$ cat config.mk
export PLATFORM = sky130hd
export DESIGN_NAME = trap_controller
export DESIGN_NICKNAME = d
export VERILOG_FILES = /design/src/rtl/trap_controller.sv
export SDC_FILE = /design/constraint.sdc
export NUM_CORES = 1
export LEC_CHECK = 0
export BUFFER_PORTS_ARGS = -buffer_cell sky130_fd_sc_hd__buf_4
export CAP_MARGIN = 40
export CORE_MARGIN = 2
export CORE_UTILIZATION = 30
export CTS_BUF_LIST = sky130_fd_sc_hd__clkbuf_16
export DETAILED_ROUTE_END_ITERATION = 7
export PLACE_DENSITY_LB_ADDON = 0.1
export SLEW_MARGIN = 25
export SYNTH_ARGS = -nofsm -noshare
export SYNTH_HDL_FRONTEND = slang
export SYNTH_SLANG_ARGS = --single-unit
$ cat constraint.sdc
create_clock -name clk -period 2.5 [get_ports clk]
set_clock_uncertainty 0.2 [all_clocks]
set_input_delay 0.5 -clock clk [delete_from_list [all_inputs] [get_ports clk]]
set_output_delay 0.5 -clock clk [all_outputs]
set_load 0.005 [all_outputs]
$ cat src/rtl/trap_controller.sv
// rtl/trap_controller.sv - machine-mode trap, MRET and FENCE.I sequencer
// Drives the CSR file through the trap entry/exit sequence and redirects fetch.
module trap_controller #(
    parameter int XLEN          = 32,
    parameter int FLUSH_TIMEOUT = 255
) (
    input  logic            clk,
    input  logic            reset,
    input  logic            trapped,
    input  logic [2:0]      trap_status,
    input  logic [XLEN-1:0] pc,
    input  logic [XLEN-1:0] bad_addr,
    input  logic [XLEN-1:0] csr_read_data,
    input  logic            icache_flush_done,
    output logic            trap_stall,
    output logic            csr_write_enable,
    output logic [11:0]     csr_write_address,
    output logic [XLEN-1:0] csr_write_data,
    output logic [11:0]     csr_read_address,
    output logic            icache_flush,
    output logic            trap_redirect,
    output logic [XLEN-1:0] trap_target,
    output logic            mret_commit,
    output logic            flush_timeout
);

    localparam logic [2:0] TRAP_NONE       = 3'd0;
    localparam logic [2:0] TRAP_ECALL      = 3'd1;
    localparam logic [2:0] TRAP_EBREAK     = 3'd2;
    localparam logic [2:0] TRAP_MISALIGNED = 3'd3;
    localparam logic [2:0] TRAP_MRET       = 3'd4;
    localparam logic [2:0] TRAP_FENCEI     = 3'd5;

    localparam logic [11:0] CSR_MTVEC  = 12'h305;
    localparam logic [11:0] CSR_MEPC   = 12'h341;
    localparam logic [11:0] CSR_MCAUSE = 12'h342;
    localparam logic [11:0] CSR_MTVAL  = 12'h343;

    // FLUSH is left in its FLUSH_TIMEOUT-th cycle when no done pulse arrives
    localparam logic [7:0] CNT_LAST = 8'(FLUSH_TIMEOUT - 1);

    typedef enum logic [2:0] {
        S_IDLE,
        S_WR_MEPC,
        S_WR_MCAUSE,
        S_WR_MTVAL,
        S_RD_MTVEC,
        S_RD_MEPC,
        S_FLUSH,
        S_REDIRECT
    } state_t;

    state_t            state_q, state_d;
    logic [XLEN-1:0]   pc_q, pc_d;
    logic [XLEN-1:0]   bad_q, bad_d;
    logic [2:0]        status_q, status_d;
    logic [XLEN-1:0]   target_q, target_d;
    logic [7:0]        cnt_q, cnt_d;
    logic              timeout_q, timeout_d;
    logic              trap_valid;

    // Codes above FENCEI are undefined and behave like NONE
    assign trap_valid = trapped && (trap_status != TRAP_NONE) && (trap_status <= TRAP_FENCEI);

    assign trap_stall    = reset & ((state_q != S_IDLE) | trap_valid);
    assign flush_timeout = timeout_q;

    always_ff @(posedge clk or negedge reset) begin
        if (!reset) begin
            state_q   <= S_IDLE;
            pc_q      <= '0;
            bad_q     <= '0;
            status_q  <= TRAP_NONE;
            target_q  <= '0;
            cnt_q     <= '0;
            timeout_q <= 1'b0;
        end else begin
            state_q   <= state_d;
            pc_q      <= pc_d;
            bad_q     <= bad_d;
            status_q  <= status_d;
            target_q  <= target_d;
            cnt_q     <= cnt_d;
            timeout_q <= timeout_d;
        end
    end

    always_comb begin
        state_d           = state_q;
        pc_d              = pc_q;
        bad_d             = bad_q;
        status_d          = status_q;
        target_d          = target_q;
        cnt_d             = cnt_q;
        timeout_d         = timeout_q;
        csr_write_enable  = 1'b0;
        csr_write_address = '0;
        csr_write_data    = '0;
        csr_read_address  = '0;
        icache_flush      = 1'b0;
        trap_redirect     = 1'b0;
        trap_target       = '0;
        mret_commit       = 1'b0;

        case (state_q)
            S_IDLE: begin
                if (trap_valid) begin
                    pc_d     = pc;
                    bad_d    = bad_addr;
                    status_d = trap_status;
                    cnt_d    = '0;
                    case (trap_status)
                        TRAP_MRET:   state_d = S_RD_MEPC;
                        TRAP_FENCEI: begin
                            state_d  = S_FLUSH;
                            target_d = pc + XLEN'(4);
                        end
                        default:     state_d = S_WR_MEPC;
                    endcase
                end
            end
            S_WR_MEPC: begin
                csr_write_enable  = 1'b1;
                csr_write_address = CSR_MEPC;
                csr_write_data    = pc_q;
                state_d           = S_WR_MCAUSE;
            end
            S_WR_MCAUSE: begin
                csr_write_enable  = 1'b1;
                csr_write_address = CSR_MCAUSE;
                case (status_q)
                    TRAP_ECALL:  csr_write_data = XLEN'(11);
                    TRAP_EBREAK: csr_write_data = XLEN'(3);
                    default:     csr_write_data = '0;
                endcase
                state_d = S_WR_MTVAL;
            end
            S_WR_MTVAL: begin
                csr_write_enable  = 1'b1;
                csr_write_address = CSR_MTVAL;
                case (status_q)
                    TRAP_MISALIGNED: csr_write_data = bad_q;
                    TRAP_EBREAK:     csr_write_data = pc_q;
                    default:         csr_write_data = '0;
                endcase
                state_d = S_RD_MTVEC;
            end
            S_RD_MTVEC: begin
                // Only direct mode is supported, so the mode bits are dropped
                csr_read_address = CSR_MTVEC;
                target_d         = csr_read_data & ~XLEN'(3);
                state_d          = S_REDIRECT;
            end
            S_RD_MEPC: begin
                csr_read_address = CSR_MEPC;
                target_d         = csr_read_data & ~XLEN'(3);
                state_d          = S_REDIRECT;
            end
            S_FLUSH: begin
                icache_flush = (cnt_q == 8'd0);
                cnt_d        = cnt_q + 8'd1;
                if (icache_flush_done) begin
                    state_d = S_REDIRECT;
                end else if (cnt_q == CNT_LAST) begin
                    state_d   = S_REDIRECT;
                    timeout_d = 1'b1;
                end
            end
            S_REDIRECT: begin
                trap_redirect = 1'b1;
                trap_target   = target_q;
                mret_commit   = (status_q == TRAP_MRET);
                state_d       = S_IDLE;
            end
            default: state_d = S_IDLE;
        endcase
    end

endmodule

-- After elaboration in Yosys (flattened, before gate mapping)
Index checks and enable logic that the tools add are counted.
- memories kept: 0
- RAM bits: 0
- memory bits (read-only): 0
- bits of input ports: 103
- latch bits: 0
- output and inout bits: 94
- logic and storage cells: 65
- flip-flop bits (word level): 111
- reduce and logical (&&, ||, !) cells: 15
- multipliers: 0
- multiplexer cells: 20
- shift operators: 0
- equal/unequal tests: 17
- order comparisons: 1
- bitwise operators: 3
- add/sub/neg operators: 2
- div/mod/pow operators: 0
- operators by type and width (operator ; number):
    $pmux 32 s2 ; 2
    $mux 32 ; 3
    $pmux 32 s3 ; 1
    $add 32x3->32 const B ; 1
    $pmux 10 s3 ; 1
    $eq 3x3->1 const B ; 7
    $pmux 3 s7 ; 1
    $pmux 10 s2 ; 1
    $pmux 8 s2 ; 1
    $eq 3x2->1 const B ; 4
    $mux 3 ; 3
    $add 8x1->8 const B ; 1
    $eq 8x8->1 const B ; 1
    $logic_not 8->1 ; 1
    $mux 8 ; 1
    $pmux 4 s2 ; 1
    $eq 3x1->1 const B ; 2
    $pmux 3 s2 ; 1
    $reduce_and 2->1 ; 3
    $reduce_and 3->1 ; 2
    $reduce_bool 3->1 ; 2
    $mux 1 ; 4
    $reduce_bool 2->1 ; 2
    $le 3x3->1 const B ; 1
    other kinds (10) ; 11

-- Longest topological paths before layout
- depth in word-level cells: 5
- mapped depth: 8
- mapped depth without buffers: 7

-- Worst setup path before layout
No wires, ideal clock.
- kind: reg2out
- start point: register state_q[2]
- end point: output port csr_write_data[0]
- path slack: 0.292 ns
- stages on the path, launching flop included: 6
- path buffers: 2
- data arrival time: 1.508 ns
- required time: 1.800 ns
- path through: dfrtp_1 > buf_2 > nand2b_1 > nor3_1 > clkbuf_1 > a221o_1
- word-level cells in the longest chain between the ends: 2
- elaborated cells on any way between the ends: 4
- those cells by class: 3 x eq/ne; 1 x mux
- RTL lines (item ; RTL line ; RTL):
    from (decl) ; 53 ; state_t state_q, state_d;
    from (signal assigned) ; 78 ; state_q <= state_d;
    $eq 3x2->1 or $eq 3x1->1 (tied branches) ; 105 ; case (state_q)
    $pmux 32 s3 * ; 105 ;
    to (decl) ; 18 ; output logic [XLEN-1:0] csr_write_data,
Mark *: on every way between the ends. The rest lies on a longest branch, timed or not.

-- Worst setup path after layout
- start point: register state_q[0]
- end point: output port csr_write_data[0]
The elaborated chain is that of the path after synthesis.

==> results.py <==
metrics = {
    "outcome": {
        "run_status": "complete, no violations",
    },
    "worst_setup_path": {
        "r2r_cells": 8,
        "rrSetupSlack_ns": 0.20,
        "worst_r2r_endpoint": "cnt_q[6]",
        "arrival_ns": 1.79,
        "setup.worst_path.class": "flip-flop to primary output",
        "cpPeakStageDelay_ns": 0.40,
        "worstSetupEndpointType": "primary output",
        "cp.required_ns": 1.80,
        "cpMaxStageDelayCell": "dfrtp_1",
        "path_max_fanout": 8,
        "rr_startpoint": "state_q[0]",
        "worstSetupStartpointType": "flip-flop",
        "worstPathCellList": "buf_6 -> nand3_4 -> nor3_4 -> buf_12 -> buf_12 -> a221o_1 -> buf_4",
        "cpMostUsedCell": "buf_12",
    },
    "routing": {
        "drt_iter0_drc": 212,
        "drc_errors": 0,
        "wl_per_cell_um": 17.6,
        "detail-route-antenna-nets": 0,
        "totalWireLength_mm": 18.0,
        "avgViaCountPerCell": 4.80,
        "vias": 4925,
        "drt_first_pass_iters": 4,
    },
    "logic_synthesis": {
        "ys_ff_latch": 111,
        "synth_ff_type": "dfrtp_1",
        "synth_top_family_by_area": "simple AND/OR/NAND/NOR gates",
        "post_synth_xor_area_fraction_pct": 3.87,
        "synthSimpleGateAreaFrac_pct": 17.0,
        "synthMuxAreaShare_pct": 12.4,
        "yosysSeqAreaShare_pct": 47.2,
        "syn_area_per_cell_um2": 10.2,
        "synthAdderAreaFrac_pct": 0.850,
        "ys_async_sr_fraction_pct": 100,
        "synth_edf_count": 0,
        "synthesis.area_mm2": 0.00589,
        "yosys_warnings": 0,
        "synthCells": 577,
        "synth_cell_type_count": 45,
        "synth_compound_area_share_pct": 13.1,
    },
    "final_layout": {
        "multi_input_area_mm2": 0.00289,
        "regArea_mm2": 0.00278,
        "fin_cells": 1027,
        "nets": 864,
        "n_antenna_cell": 0,
        "utilization_pct": 41.6,
        "layout-drive-gt1-share_pct": 40.7,
        "syn2layout_area_growth_pct": 36.7,
        "fillers": 1916,
    },
    "pwr": {
        "peakVddDrop_mv": 0.369,
        "power_density_mw_per_mm2": 948,
        "leakage_nw": 3.76,
        "total_power_mw": 7.63,
    },
    "floorplanning": {
        "core_area_mm2": 0.0193,
        "rows": 51,
        "die-area_mm2": 0.0208,
        "start_util_pct": 30.4,
        "die_y_um": 144,
        "io_pins": 197,
        "die_x_um": 144,
    },
    "global_route": {
        "grt_max_degree": 112,
        "track_usage_pct": 17.3,
        "antenna_found_initial": 0,
        "grt_pass1_wl_mm": 27.2,
        "grt_overflow": 0,
        "grt_pass1_vias": 4892,
    },
    "job": {
        "max_cap_violations": 0,
    },
    "cts": {
        "clock-sinks": 111,
        "clk_path_buf_depth": 2,
        "holdBufCountCts": 0,
        "clkTransAtPathRegs_ns": 0.07,
        "htreeDepth": 3,
        "cts_tree": "done",
        "cts-root-buf": "clkbuf_16",
        "cts_buffers": 9,
        "clock_latency_ns": 0.35,
    },
    "sta": {
        "timing.final.max_slew_violations": 0,
        "slew_headroom_pct": 59.1,
        "fin_ws_ns": 0.0147,
        "max_freq_mhz": 402,
        "fin_tns_setup_ns": 0,
        "fin_crit_ns": 2.49,
        "finalCritPeriodShare_pct": 99.4,
        "finalHoldViolations": 0,
        "setup_viol": 0,
        "rsz0062_at_grt": "yes",
        "worstMarginPinSlew_ns": 0.613,
    },
    "place": {
        "dp_cells": 998,
        "portBuffers": 180,
        "gp_congestion": 0.784,
        "dp_hpwl_mm": 13.0,
        "dp_slack_ns": 0.137,
    },
    "hold_path": {
        "holdCritPathClass": "primary input to asynchronous set/reset pin",
    },
}
where the power goes:
part	internal [mW]	total, mW	switching (mW)
clock	0.688	1.39	0.701
sequential	2.63	3.09	0.463
combinational	1.74	3.15	1.41
worst max-delay path by stage:
stage | from | endpoint | slack (ns) | depth (start not counted)
after global routing | state_q[0] | csr_write_data[0] | -0.03 | 7
after global placement | trap_status[1] | cnt_q[7] | 0.15 | 7
final | state_q[0] | csr_write_data[0] | 0.01 | 7
after CTS | status_q[0] | csr_write_data[0] | -0.02 | 6
after floorplan | state_q[2] | csr_write_data[0] | 0.29 | 5
after detailed placement | trap_status[1] | cnt_q[6] | 0.14 | 7
cells in the mapped netlist (all sizes together), types with 4 or more instances:
master | n | area share [%]
nor3 | 7 | 0.77
nor2 | 42 | 2.7
a21oi | 26 | 2.2
o22ai | 12 | 1.3
nand4 | 16 | 1.8
dfrtp | 111 | 47
nand3 | 20 | 1.9
nand2b | 4 | 0.43
and3 | 12 | 1.3
o21ai | 34 | 2.9
xor2 | 20 | 3.0
and2 | 38 | 4.0
buf | 33 | 3.6
a22o | 29 | 4.3
inv | 8 | 0.51
or3 | 4 | 0.43
ha | 4 | 0.85
xnor2 | 6 | 0.89
nor4 | 4 | 0.68
mux2 | 65 | 12
nand2 | 35 | 2.3
clkbuf | 22 | 1.4
cell type report:
cell class              instances  share of cell area [%]
inverters                       8                   0.373
repair buffers                211                    21.5
multi-input cells             416                    35.9
well taps                     265                    4.12
clock inverters                 7                   0.684
clock buffers                   9                    2.80
flip-flops and latches        111                    34.5
logic make-up (layout without fill, tap and decap cells):
| group | Yosys count | in the layout |
|---|---|---|
| AND/OR/NAND/NOR | 188 | 188 |
| AO/OA/AOI/OAI | 119 | 119 |
| flip-flops | 111 | 111 |
| multiplexers | 65 | 65 |
| buffers and inverters | 63 | 235 |
| XOR/XNOR | 26 | 26 |
| adder cells (fa/ha/maj) | 4 | 4 |
| other | 1 | 14 |
flip-flops by register name, summed over array words and instances (netlist names):
signal	flops
bad_q	32
cnt_q	8
flush_timeout	1
pc_q	32
state_q	3
status_q	3
target_q	32
layout by cell type, fill, tap and decap left out, types with 8 or more instances in the layout:
cell type and count:
buf_4 198, dfrtp_1 110, mux2_2 65, nor2_1 42, and2_1 37, nand2_1 34
o21ai_0 33, a22o_1 29, a21oi_1 25, xor2_1 20, nand3_1 17, nand4_1 15
conb_1 14, o22ai_1 12, and3_1 11, clkbuf_16 10, buf_12 8
routing by layer:
metal	part of all wire, %	wire [um]	GRT usage (%)
met2	45	8160	26.7
met4	1.1	200	5.26
met3	5.4	972	3.05
met5	0	0	0
met1	48	8710	24.7
what timing repair did:
action / in CTS / in global routing
resized for setup: 11 / 8
endpoints found under the setup margin: 64 / 38
pin swaps: 1 / 9
hold endpoints to repair: 0 / 0
buffers inserted: 9 / 3
cloned: 1 / 1
through the flow:
stage | cell area [um2] | hold WS (ns)
after CTS | 7970 | 0.0895
final | 8050 | 0.0406
after floorplan | 5940 | 0.00441
after global placement | 7550 | 0.243
after detailed placement | 7550 | 0.250
after global routing | 8050 | 0.110
worst max-delay path: cells and delay by family, from the launching register on:
family | cells | cell delay (ns)
buf+inv | 4 | 0.57
compound gates | 1 | 0.33
simple gates | 2 | 0.13
flops | 1 | 0.40
Note: power is estimated with default switching activity, not from simulation.
